`src/rtl/muldiv_ctrl.sv`:
```
// muldiv_ctrl: sequences one MULT/DIV request through the shared multiply/divide units into HI/LO.
// Latency: unit latency + 2 cycles (done in the cycle after stop, idle the cycle after that); DIV by zero finishes in 1.
// Backpressure: busy is high while a request is in flight; op_start seen outside IDLE is dropped, never queued.
// Option: define MULDIV_TIMEOUT_EN to abort a unit that stays in RUN for TIMEOUT_CYCLES cycles without stopping.
module muldiv_ctrl #(
  parameter int unsigned TIMEOUT_CYCLES = 40
) (
  input  logic        clk,
  input  logic        reset,
  // request side
  input  logic        op_start,
  input  logic        op_sel,
  input  logic [31:0] op_a,
  input  logic [31:0] op_b,
  output logic        busy,
  output logic        done,
  output logic        div_zero,
  output logic        timeout_err,
  output logic [31:0] hi,
  output logic [31:0] lo,
  // datapath unit side
  output logic        mult_init,
  output logic        div_init,
  output logic [31:0] unit_a,
  output logic [31:0] unit_b,
  input  logic        mult_stop,
  input  logic        div_stop,
  input  logic [31:0] mult_hi,
  input  logic [31:0] mult_lo,
  input  logic [31:0] div_hi,
  input  logic [31:0] div_lo
);

  localparam logic [1:0] ST_IDLE     = 2'd0;
  localparam logic [1:0] ST_RUN_MULT = 2'd1;
  localparam logic [1:0] ST_RUN_DIV  = 2'd2;
  localparam logic [1:0] ST_RELEASE  = 2'd3;

  // The timeout counter is 8 bits wide, so the limit must fit in 1..255.
  if (TIMEOUT_CYCLES < 1 || TIMEOUT_CYCLES > 255) begin : g_tmo_range_bad
    $error("muldiv_ctrl: TIMEOUT_CYCLES must be in 1..255");
  end

  logic [1:0]  state_q, state_d;
  logic [31:0] hi_q, hi_d;
  logic [31:0] lo_q, lo_d;
  logic [31:0] ua_q, ua_d;
  logic [31:0] ub_q, ub_d;
  logic        dz_q, dz_d;
  logic        abort;

`ifdef MULDIV_TIMEOUT_EN
  localparam logic [7:0] TMO_LAST = 8'(TIMEOUT_CYCLES - 1);

  logic [7:0] cnt_q, cnt_d;
  logic       to_q, to_d;

  // Counter holds the number of completed RUN cycles; abort on the last permitted one
  // so the unit's init line is high for exactly TIMEOUT_CYCLES cycles.
  assign abort = (cnt_q == TMO_LAST);
`else
  assign abort = 1'b0;
`endif

  // Next-state and register-update decisions for the request sequencer.
  always_comb begin
    state_d = state_q;
    hi_d    = hi_q;
    lo_d    = lo_q;
    ua_d    = ua_q;
    ub_d    = ub_q;
    dz_d    = dz_q;
`ifdef MULDIV_TIMEOUT_EN
    to_d    = to_q;
    cnt_d   = 8'd0;
`endif
    case (state_q)
      ST_IDLE: begin
        if (op_start) begin
          // Operands are frozen here and stay stable for the whole unit run.
          ua_d = op_a;
          ub_d = op_b;
          dz_d = 1'b0;
`ifdef MULDIV_TIMEOUT_EN
          to_d = 1'b0;
`endif
          if (!op_sel) begin
            state_d = ST_RUN_MULT;
          end else if (op_b == 32'd0) begin
            // Divider is never started for a zero divisor; HI/LO keep their value.
            dz_d    = 1'b1;
            state_d = ST_RELEASE;
          end else begin
            state_d = ST_RUN_DIV;
          end
        end
      end
      ST_RUN_MULT: begin
`ifdef MULDIV_TIMEOUT_EN
        cnt_d = cnt_q + 8'd1;
`endif
        // A stop arriving together with the timeout still delivers its result.
        if (mult_stop) begin
          hi_d    = mult_hi;
          lo_d    = mult_lo;
          state_d = ST_RELEASE;
        end else if (abort) begin
`ifdef MULDIV_TIMEOUT_EN
          to_d    = 1'b1;
`endif
          state_d = ST_RELEASE;
        end
      end
      ST_RUN_DIV: begin
`ifdef MULDIV_TIMEOUT_EN
        cnt_d = cnt_q + 8'd1;
`endif
        if (div_stop) begin
          hi_d    = div_hi;
          lo_d    = div_lo;
          state_d = ST_RELEASE;
        end else if (abort) begin
`ifdef MULDIV_TIMEOUT_EN
          to_d    = 1'b1;
`endif
          state_d = ST_RELEASE;
        end
      end
      default: begin
        // RELEASE: one cycle with both inits low so a unit always sees init drop between ops.
        state_d = ST_IDLE;
      end
    endcase
  end

  // State, operand and architectural register storage; reset clears everything.
  always_ff @(posedge clk) begin
    if (reset) begin
      state_q <= ST_IDLE;
      hi_q    <= 32'd0;
      lo_q    <= 32'd0;
      ua_q    <= 32'd0;
      ub_q    <= 32'd0;
      dz_q    <= 1'b0;
    end else begin
      state_q <= state_d;
      hi_q    <= hi_d;
      lo_q    <= lo_d;
      ua_q    <= ua_d;
      ub_q    <= ub_d;
      dz_q    <= dz_d;
    end
  end

`ifdef MULDIV_TIMEOUT_EN
  // Run-length counter and sticky timeout flag.
  always_ff @(posedge clk) begin
    if (reset) begin
      cnt_q <= 8'd0;
      to_q  <= 1'b0;
    end else begin
      cnt_q <= cnt_d;
      to_q  <= to_d;
    end
  end

  assign timeout_err = to_q;
`else
  assign timeout_err = 1'b0;
`endif

  // All outputs decode directly from registered state, so they are glitch-free.
  assign busy      = (state_q != ST_IDLE);
  assign done      = (state_q == ST_RELEASE);
  assign mult_init = (state_q == ST_RUN_MULT);
  assign div_init  = (state_q == ST_RUN_DIV);
  assign div_zero  = dz_q;
  assign hi        = hi_q;
  assign lo        = lo_q;
  assign unit_a    = ua_q;
  assign unit_b    = ub_q;

endmodule

```
`config.mk`:
```
export PLATFORM = sky130hd
export DESIGN_NAME = muldiv_ctrl
export DESIGN_NICKNAME = d
export VERILOG_FILES = /design/src/rtl/muldiv_ctrl.sv
export SDC_FILE = /design/constraint.sdc
export NUM_CORES = 1
export LEC_CHECK = 0
export CORE_UTILIZATION = 25
export CTS_CLUSTER_DIAMETER = 150
export CTS_CLUSTER_SIZE = 12
export DETAILED_ROUTE_END_ITERATION = 8
export SETUP_SLACK_MARGIN = 0.15
export SYNTH_ARGS = -nofsm -noshare
export SYNTH_HDL_FRONTEND = slang
export SYNTH_SLANG_ARGS = --single-unit
```
`constraint.sdc`:
```
create_clock -name clk -period 1.6 [get_ports clk]
set_input_delay 0.16 -clock clk [delete_from_list [all_inputs] [get_ports clk]]
set_output_delay 0.16 -clock clk [all_outputs]
set_load 0.01 [all_outputs]
```
Word-level counts from Yosys, hierarchy flattened:

Cells that the tools add are included.

* equality and inequality tests: 6
* muxes and demuxes: 14
* reductions and logical operators: 7

Operators by type and width (number)
* $mux 32: 4
* $pmux 32 s2: 2
* $logic_not 32->1: 1
* $mux 2: 4
* $pmux 2 s3: 1
* $reduce_and 3->1: 2
* $eq 2x2->1 const B: 2
* $ne 2x1->1 const B: 2
* $reduce_bool 2->1: 2
* $mux 1: 3
* $eq 2x1->1 const B: 1
* $logic_not 2->1: 1
* $ne 2x2->1 const B: 1
* $reduce_and 2->1: 1

* flip-flop bits (word level): 131
* bits of input ports: 198
* output and inout bits: 134
* logic and storage cells: 33

Logic depth before layout (Yosys ltp):

Gate-level depths: netlist of the first run.

* depth in word-level cells: 5
* depth in mapped cells: 8
* gate-level depth less buffers: 6

Least setup slack after synthesis of the first run:

No wires, ideal clock.

* kind: flip-flop to flip-flop
* from: register state_q[0]
* to: register hi_q[0] (netlist: hi[0])
* library setup time: 86 ps
* arrival time: 1596 ps
* required time: 1514 ps
* setup slack: -82 ps
* cell stages (with the launch flop): 9
* path buffers: 2
* clock period less this slack: 1682 ps
* cells stage by stage: dfxtp_1 -> inv_1 -> ha_1 -> nor2b_1 -> nor3_1 -> buf_4 -> buf_2 -> nor2_1 -> a211oi_1

* longest elaborated chain between the ends: 3
* elaborated cells between the ends (all ways): 7
* classes of those cells: eq/ne (4); mux (1); reduce/logical (2)

RTL lines
* from (decl): RTL line 44 `logic [1:0] state_q, state_d;`
* from (signal assigned): RTL line 146 `state_q <= state_d;`
* $eq 2x2->1 (*)
* via div_init: RTL line 23 `output logic div_init,`
* $ne 2x1->1 (no source line) / $reduce_bool 2->1 (equally long branches)
* $reduce_and 3->1 (no source line)
* to (signal assigned): RTL line 147 `hi_q <= hi_d;`
* to (decl): RTL line 45 `logic [31:0] hi_q, hi_d;`

Mark *: on every way through the listed nets, which the timed path passes. The rest lies on a longest branch.
A chain may end at the register's enable or synchronous reset.

Final worst setup path of the first run:

* from: register state_q[1]
* to: register lo_q[7] (netlist: lo[7])

* longest elaborated chain between the ends: 3
* elaborated cells between the ends (all ways): 7
* classes of those cells: eq/ne (4); mux (1); reduce/logical (2)

RTL lines
* $eq 2x2->1 / $eq 2x1->1 (equally long branches): RTL line 77 `case (state_q)`
* $ne 2x1->1 (no source line) / $reduce_bool 2->1 (equally long branches)
* $reduce_and 3->1 (no source line)
* to (signal assigned): RTL line 148 `lo_q <= lo_d;`
* to (decl): RTL line 46 `logic [31:0] lo_q, lo_d;`

Parallel ways exist; a longest one is shown, timed or not.

==> results of run 1 <==
==> cell usage after synthesis <==
library cell / count / area, um^2
a211oi_1: 64 / 480.5
a211oi_2: 1 / 12.51
a21oi_1: 65 / 325.3
a21oi_2: 1 / 8.760
a311oi_1: 1 / 8.760
buf_2: 26 / 130.1
buf_4: 7 / 52.55
clkbuf_1: 17 / 63.81
clkinv_1: 1 / 3.750
conb_1: 1 / 3.750
dfxtp_1: 131 / 2623
ha_1: 4 / 50.05
inv_1: 2 / 7.510
inv_2: 2 / 7.510
mux2i_1: 66 / 660.6
nand2_1: 130 / 488.0
nand4_1: 2 / 12.51
nor2_1: 70 / 262.8
nor2_2: 1 / 6.260
nor2b_1: 2 / 12.51
nor3_1: 1 / 5.000
nor4_1: 4 / 25.02
nor4_2: 4 / 50.05
or2_1: 1 / 6.260
or4_4: 1 / 11.26
==> metal layers <==
layer	up-vias	routed length (um)	share of wire, %	global-route usage, %
met5	-	0	0	0
met4	0	222	1.1	5.464
met3	14	1763	8.4	5.895
met2	224	10260	49	30.52
met1	2557	8634	41	20.72
li1	2809	-	-	-
==> through the flow <==
| stage | total power [uW] | cell area, um^2 | hold slack [ps] |
|---|---|---|---|
| floorplan | 9308 | 5386 | 296.0 |
| global placement | 13300 | 9081 | 441.2 |
| detailed placement | 13380 | 9081 | 445.8 |
| CTS | 17480 | 9764 | 241.6 |
| global route | 20690 | 10500 | 270.9 |
| finish | 19480 | 10500 | 264.2 |
==> cell usage in the layout, fill, tap and decap left out, drive strengths merged <==
cell | netlist | layout
dlygate4sd2 | 0 | 92
mux2i | 66 | 66
nor2b | 2 | 2
bufbuf | 0 | 1
nor2 | 71 | 71
nand2 | 130 | 130
a211oi | 65 | 65
buf | 33 | 57
inv | 4 | 5
conb | 1 | 1
clkdlybuf4s50 | 0 | 196
clkdlybuf4s15 | 0 | 1
clkinv | 1 | 5
dfxtp | 131 | 131
or4 | 1 | 1
dlymetal6s2s | 0 | 37
a21oi | 66 | 66
nand4 | 2 | 2
ha | 4 | 4
nor4 | 8 | 8
or2 | 1 | 1
bufinv | 0 | 3
clkbuf | 17 | 27
a311oi | 1 | 1
nor3 | 1 | 1
clkinvlp | 0 | 3
==> power by group through the flow <==
stage / registers (uW) / logic (uW) / clock network [uW]
3_5_place_dp: 5050 / 8340 / 0
3_3_place_gp: 4990 / 8310 / 0
4_1_cts: 4970 / 8340 / 4170
6_report: 4980 / 10500 / 4050
5_1_grt: 5120 / 11300 / 4300
2_1_floorplan: 5530 / 3780 / 0
==> area by class of cell <==
type                    instances  share of cell area (%)
well taps                     270                   3.217
inverters                       5                  0.2502
clock buffers                  21                   4.384
clock inverters                11                   1.453
multi-input cells             419                   26.11
repair buffers                390                   39.54
flip-flops and latches        131                   25.04
==> worst paths after layout <==
| path | from | endpoint | slack, ps | cells past startpoint |
|---|---|---|---|---|
| worst max-delay path | state_q[1]$_SDFFE_PP0P_ | lo[7]$_SDFFE_PP0P_ | -120 | 9 |
| worst min-delay path | reset | lo[9]$_SDFFE_PP0P_ | 260 | 3 |
| worst max register to register | state_q[1]$_SDFFE_PP0P_ | lo[7]$_SDFFE_PP0P_ | -120 | 9 |
| worst min register to register | unit_a[12]$_SDFFE_PP0P_ | unit_a[12]$_SDFFE_PP0P_ | 450 | 2 |
==> critical path, stage by stage, from the launching register on <==
cell       delay, ps
dfxtp_4          380
inv_4             50
ha_4             160
nor2b_4          130
nor3_4           250
buf_6            150
clkbuf_16        150
buf_8            120
nor2_2            40
a211oi_2         200
==> cell families (layout without fill, tap and decap cells) <==
group | count (synthesis) | count (layout) | synth area share, %
mux | 66 | 66 | 12.42
other cells | 1 | 1 | 0.07052
fa+ha+maj | 4 | 4 | 0.9412
compound gates | 132 | 132 | 15.72
flops | 131 | 131 | 49.32
buf+inv | 55 | 427 | 4.988
simple gates | 216 | 216 | 16.54
==> state kept, by name, indices dropped and copies added (netlist names) <==
signal and count:
div_zero 1, lo 32, unit_b 32, state_q 2, hi 32, unit_a 32
==> repair_timing <==
item	4_1_cts	5_1_grt
buffers inserted	6	17
gates resized for setup	123	119
pin swaps	3	16
hold endpoints to repair	0	0
cloned	3	8
endpoints found under the setup margin	256	171
==> run metrics, run 1 <==
status=complete, but fails checks; failing checks=negative setup slack; max-slew violations=0; Leakage Power=0.004762 uW; Via Count=between 5000 and 6000; Placed Cells=1182; TritonRoute pass-1 iters=4; Syn Inst Count=approximately 600; CTS tree=yes; total negative slack=-4168 ps; DRC viols=0; filler instances=1959; gr ovfl total=0; Ant. Diodes=0; Initial Util=25.86%; # nets final=approximately 1200; final RePlAce weighted congestion=0.7512; area delta synth->final=97.51%; sw frac=35.98%; Detail Route Antenna Nets=0; worst hold path type=in2reg; vias in the first global route=about 5300; IO Pins=332; Worst EP required=1920 ps; Critical Path AT=around 2000 ps; Peak VDD IR=around 0.75 mV; die width=147.8 um; minimum clock period=between 1500 and 2000 ps; clock net sink count=about 130; Syn Area/Cell=between 8 and 9 um^2; RSZ-0062 raised after global routing=yes; Synth Register Bits=approximately 130; FMAX=582.7 MHz; Rows=52; Post-Route WL=20880 um; via/cell ratio=4.494; critical-path maximum fanout=6; CTS buffer count=17; sequential share of power=25.6%; final core utilization=51.08%; final setup vio count=63; Synth Cell Area=approximately 0.0053 mm^2; dpl hpwl=between 10000 and 15000 um; full die area=0.02186 mm^2; CP Launch Type=flip-flop; depth of the CTS H-tree=4; CTS clk-pin slew, worst paths=60 ps; Post-CTS Hold Buffers=0; Initial DRC Count=191; max-cap viol count=0; Placement Setup Slack=-315.5 ps; Clk Tree Root Cell=clkbuf_16; routed len/inst=16.74 um; Core ar.=just over 0.02 mm^2; final non-filler cell total=approximately 1200; largest net degree at the start of global routing=73; initial antenna violation count=0; power per cell area=1855 mW/mm^2; power share of the combinational group=53.7%; Crit. End Element=flip-flop; register area=about 0.0026 mm^2; Longest Clk Path Bufs=2; IO buf count=330; area of the multi-input gates=0.002743 mm^2; switching power=7010 uW; GRT Util Overall=between 10% and 20%; fin worst setup slack=-116.1 ps; layout cells sized above 1=17.50%; Syn Nets=807; internal power=12470 uW; Setup Crit Path Kind=reg2reg; die span in y=147.8 um; final-report hold violation count=0; Tcrit/Tclk final=107.3%; synthesis warning total=0; clk_skew=approximately 6.4 ps; sequential area share after synthesis=49.32%; wire length of the first global-routing pass=29700 um; worst skew pair latency=410 ps; Yosys cell types=25; part of the power in the clock network=a little over a fifth
No activity file was read; power rests on OpenSTA's default activity.
==> run 2: changes to the inputs <==
--- a/config.mk
+++ b/config.mk
@@ -5,6 +5,7 @@
 export SDC_FILE = /design/constraint.sdc
 export NUM_CORES = 1
 export LEC_CHECK = 0
+export CORE_MARGIN = 4
 export CORE_UTILIZATION = 25
 export CTS_CLUSTER_DIAMETER = 150
 export CTS_CLUSTER_SIZE = 12
==> run 2 against run 1 <==
The flow still finishes with violations (negative setup slack). Die area rose by 8.3%. Global-route usage down 1.2 points. Utilization fell by 3.1 points. Via count is 1.2% lower. Worst hold slack got worse by 190 ps.
==> run metrics, run 2 (synthesis gave the netlist of run 1 again) <==
status=complete, but fails checks; failing checks=negative setup slack; full die area=0.02367 mm^2; reg2reg start=state_q[0]$_SDFFE_PP0P_; clk_skew=11.35 ps; CTS tree=yes; fin worst setup slack=-69.72 ps; routed len/inst=17.12 um; CTS buffer count=17; final setup vio count=64; commonest non-fill, non-tap cell in the layout=clkdlybuf4s50_1; filler instances=2091; Crit. End Element=flip-flop; Initial DRC Count=159; max-slew violations=0; dpl hpwl=14780 um; worst hold path type=in2reg; cell count along the critical path=8; final-report hold violation count=0; placed cell area=between 0.009 and 0.01 mm^2; Longest Clk Path Bufs=2; total negative slack=-2488 ps; sw frac=37.02%; part of the power in the clock network=21.6%; wire length of the first global-routing pass=30940 um; Ant. Diodes=0; switching power=6649 uW; Clk Tree Root Cell=clkbuf_16; Tcrit/Tclk final=104.4%; clock net sink count=131; Placement Setup Slack=-393.1 ps; gr ovfl total=0; power share of the combinational group=around half; Via Count=5534; worst skew pair latency=410 ps; IO buf count=330; Leakage Power=around 0.0042 uW; most frequent cells in the layout=189 x clkdlybuf4s50_1, 134 x dlygate4sd2_1, 129 x nand2_1, 129 x dfxtp_1, 66 x mux2i_1; Post-CTS Hold Buffers=0; GRT Util Overall=16.52%; RSZ-0062 raised after global routing=yes; internal power=11310 uW; Final Instance Area=0.01006 mm^2; initial antenna violation count=0; worst reg2reg path endpoint=lo[12]$_SDFFE_PP0P_; max-cap viol count=0; depth of the CTS H-tree=4; Post-Route WL=21260 um; critical-path maximum fanout=16; family with the most delay on the worst path=buffers and inverters; sequential share of power=27.5%; hold path start=op_b[31]; largest net degree at the start of global routing=47; power per cell area=1785 mW/mm^2; DRC viols=0; CP Launch Type=flip-flop; Critical Path AT=1950 ps; crit path from=state_q[0]$_SDFFE_PP0P_; Core ar.=0.02096 mm^2; die span in y=153.8 um; critical-path cell list=inv_4 -> ha_4 -> nor2b_4 -> nor3_4 -> buf_12 -> buf_12 -> clkbuf_16 -> a211oi_1; crit-path max cell delay=390 ps; Hold Path Stages=3; minimum clock period=around 1700 ps; Peak VDD IR=0.6708 mV; register-to-register setup slack=-70 ps; layout cells sized above 1=13.96%; # nets final=1158; TritonRoute pass-1 iters=4; area delta synth->final=89.25%; Setup Crit Path Kind=reg2reg; FMAX=598.9 MHz; final RePlAce weighted congestion=about 0.79; CP most frequent cell=buf_12; Detail Route Antenna Nets=0; Rows=53; die width=between 150 and 200 um; IO Pins=332; Worst Reg2Reg Path Length in Cells=8; Initial Util=25.38%; worst path bufs/invs=4; CTS clk-pin slew, worst paths=60 ps; Endpoint, Worst Hold=unit_b[31]$_SDFFE_PP0P_; via/cell ratio=4.456; Worst EP required=1880 ps; Slowest-stage cell, CP=dfxtp_4; vias in the first global route=5293
run 2: changes by cell type in the layout (fill, tap and decap cells not counted), moves of 3 or more:
cell             delta
buf_16              +3
buf_4               +8
a211oi_2           -14
nor4_1              -3
nor2_1             +13
nor4_2              +4
buf_8               -7
buf_6               -8
clkdlybuf4s50_1     -7
nor2_2             -13
dlygate4sd2_1      +42
a211oi_1           +15
dlymetal6s2s_1     -34
run 2: worst max path at each step:
| stage | endpoint | slack (ps) |
|---|---|---|
| global route | hi[18]$_SDFFE_PP0P_ | -150 |
| CTS | div_init | -90 |
| finish | lo[12]$_SDFFE_PP0P_ | -70 |
| floorplan | hi[0]$_SDFFE_PP0P_ | 130 |
| global placement | div_zero$_SDFFE_PP0P_ | -400 |
| detailed placement | div_zero$_SDFFE_PP0P_ | -390 |
run 2: final cells by class:
cell class                 instances  area, um^2  area share [%]
clock buffer                      19       452.9           4.501
sequential                       131        2630           26.13
inverter                           5       21.27          0.2114
multi-input combinational        419        2621           26.05
tap                              275       344.1           3.419
clock inverter                    11       130.1           1.293
timing repair buffer             382        3864           38.39
run 2: power groups by stage:
stage               Combinational [uW]  Clock [uW]  Sequential (uW)
floorplan                         3780           0             5530
global placement                  8000           0             4990
finish                            9130        3880             4950
CTS                               7950        3990             4940
global route                      9880        4120             5090
detailed placement                8020           0             5050
run 2: routing by layer:
| layer | wire length, um | vias up | GRT usage (%) |
|---|---|---|---|
| met4 | 197 | 0 | 3.953 |
| met3 | 1856 | 14 | 6.811 |
| met1 | 9089 | 2519 | 20.19 |
| li1 | - | 2788 | - |
| met2 | 10120 | 213 | 27.20 |
| met5 | 0 | - | 0 |
run 2: what timing repair did:
item                       4_1_cts  5_1_grt
setup endpoints to repair      263      137
pin swaps                        8        6
gates cloned                     3        6
buffers inserted                 1       15
gates resized for setup        156       40
run 2: worst register-to-register path, cell delays in order, from the launching register on:
cell       delay (ps)
dfxtp_4           390
inv_4              50
ha_4              170
nor2b_4           140
nor3_4            220
buf_12            210
buf_12            140
clkbuf_16         170
a211oi_1           80
run 2: stage by stage:
stage	hold WS, ps	utilization [%]	std cells	power [uW]
3_5_place_dp	445.3	43.31	1187	13070
3_3_place_gp	440.5	43.31	1187	12990
5_1_grt	69.62	48.02	1242	19100
6_report	73.11	48.02	1242	17960
4_1_cts	129.5	46.07	1221	16890
2_1_floorplan	296.0	-	605	9308
==> run 3: changes to the inputs <==
--- a/config.mk
+++ b/config.mk
@@ -6,11 +6,13 @@
 export NUM_CORES = 1
 export LEC_CHECK = 0
 export CORE_MARGIN = 4
-export CORE_UTILIZATION = 25
+export CORE_UTILIZATION = 33
 export CTS_CLUSTER_DIAMETER = 150
 export CTS_CLUSTER_SIZE = 12
 export DETAILED_ROUTE_END_ITERATION = 8
+export PLACE_DENSITY = 0.76
 export SETUP_SLACK_MARGIN = 0.15
 export SYNTH_ARGS = -nofsm -noshare
 export SYNTH_HDL_FRONTEND = slang
 export SYNTH_SLANG_ARGS = --single-unit
+export TNS_END_PERCENT = 5
==> run 3 against run 2 <==
The flow still finishes with violations (negative setup slack). Count of clock-buffer cells in the layout is the same. Combinational power grew 2.3%. Worst hold slack lost 22 ps. Register-to-register slack gained 30 ps. Die area shrank 23%. Largest power group unchanged. Non-clock buffer count shrank 1. Clock power shrank 4%.
==> run metrics, run 3 (synthesis gave the netlist of run 1 again) <==
status=complete, but fails checks; failing checks=negative setup slack; Detail Route Antenna Nets=0; Core ar.=0.01583 mm^2; Tcrit/Tclk final=102.7%; clk_skew=approximately 7.9 ps; minimum clock period=between 1500 and 2000 ps; largest net degree at the start of global routing=66; Ant. Diodes=0; Via Count=5654; max-cap viol count=0; dpl hpwl=14180 um; die width=134.9 um; clock net sink count=131; DRC viols=0; Longest Clk Path Bufs=2; Initial Util=33.60%; Initial DRC Count=approximately 160; Critical Path AT=1960 ps; area delta synth->final=87.86%; part of the power in the clock network=20.6%; vias in the first global route=5546; final setup vio count=39; CTS tree=yes; Setup Crit Path Kind=reg2reg; RSZ-0062 raised after global routing=yes; Peak VDD IR=0.8809 mV; fin worst setup slack=-43.90 ps; final RePlAce weighted congestion=around 0.78; gr ovfl total=0; routed len/inst=16.71 um; GRT Util Overall=20.39%; via/cell ratio=4.787; filler instances=approximately 1400; Post-Route WL=19740 um; CTS clk-pin slew, worst paths=60 ps; IO Pins=332; initial antenna violation count=0; total power=17980 uW; depth of the CTS H-tree=4; critical-path maximum fanout=18; final-report hold violation count=0; Worst EP required=1920 ps; worst skew pair latency=410 ps; final non-filler cell total=~1200; most frequent cells in the layout=189 x clkdlybuf4s50_1, 129 x nand2_1, 129 x dfxtp_1, 129 x dlygate4sd2_1, 66 x mux2i_1; power share of the combinational group=52.0%; final core utilization=a little over three fifths; wire length of the first global-routing pass=29150 um; die span in y=134.9 um; worst hold path type=in2reg; commonest non-fill, non-tap cell in the layout=clkdlybuf4s50_1; switching power=between 6000 and 7000 uW; Placed Cells=1132; layout cells sized above 1=14.40%; CP Launch Type=flip-flop; IO buf count=330; FMAX=608.3 MHz; Final Instance Area=0.009990 mm^2; Leakage Power=between 0.004 and 0.005 uW; full die area=0.01821 mm^2; max-slew violations=0; Clk Tree Root Cell=clkbuf_16; placed cell area=0.009044 mm^2; TritonRoute pass-1 iters=7; CTS buffer count=17; Crit. End Element=flip-flop; # nets final=1157; internal power=11440 uW; Rows=46; sequential share of power=27.4%; sw frac=36.38%; power per cell area=1800 mW/mm^2
[run 3: changes by cell type in the layout (fill, tap and decap cells not counted), sizes merged]
cell,before,now
inv,6,5
buf,50,53
bufbuf,0,1
dlygate4sd2,134,129
clkbuf,25,20
dlymetal6s2s,3,8
[run 3: metrics by stage]
stage | setup TNS [ps] | setup slack [ps] | hold WS, ps
5_1_grt | -5131 | -117.1 | 38.62
3_3_place_gp | -592.6 | -264.0 | 440.4
3_5_place_dp | -1617 | -295.5 | 446.7
6_report | -638.4 | -43.90 | 51.01
4_1_cts | -675.1 | -39.44 | 30.91
2_1_floorplan | 0 | 128.6 | 296.0
[run 3: worst paths after layout]
check	from	end	slack (ps)	cells past startpoint
setup / recovery	state_q[0]$_SDFFE_PP0P_	hi[27]$_SDFFE_PP0P_	-40	8
hold / removal	reset	hi[25]$_SDFFE_PP0P_	50	2
setup reg to reg	state_q[0]$_SDFFE_PP0P_	hi[27]$_SDFFE_PP0P_	-40	8
hold reg to reg	unit_b[24]$_SDFFE_PP0P_	unit_b[24]$_SDFFE_PP0P_	450	2
[run 3: what timing repair did]
action | 4_1_cts | 5_1_grt
gates cloned | 4 | 1
hold buffers | 0 | 0
pin swaps | 39 | 13
buffers inserted | 11 | 4
resized for setup | 173 | 42
setup endpoints to repair | 249 | 134
[run 3: area by class of cell]
| cell class | instances | area, um^2 | area share, % |
|---|---|---|---|
| clock buffer | 19 | 442.9 | 4.434 |
| clock inverter | 10 | 111.4 | 1.115 |
| inverter | 5 | 23.77 | 0.2380 |
| multi-input combinational | 419 | 2656 | 26.59 |
| sequential | 131 | 2630 | 26.33 |
| tap | 216 | 270.3 | 2.705 |
| timing repair buffer | 381 | 3855 | 38.59 |
[run 3: metal layers]
metal	track usage, %	wire length, um	share of wire (%)
met1	21.80	7334	37
met2	36.52	10090	51
met3	7.899	1874	9.5
met4	7.335	434	2.2
met5	0	0	0
[run 3: worst max-delay path, stage by stage (launching register included)]
cell and delay (ps):
dfxtp_4 370, inv_4 40, ha_4 170, nor2b_4 140, nor3_4 220, buf_12 190
buf_16 160, nor2_1 50, a211oi_1 210
[run 3: power by group through the flow]
stage | logic [uW] | clock network, uW | registers, uW
2_1_floorplan | 3820 | 0 | 5530
3_3_place_gp | 8200 | 0 | 4960
3_5_place_dp | 8320 | 0 | 5030
4_1_cts | 8740 | 3790 | 4930
5_1_grt | 10100 | 3940 | 5090
6_report | 9340 | 3710 | 4930
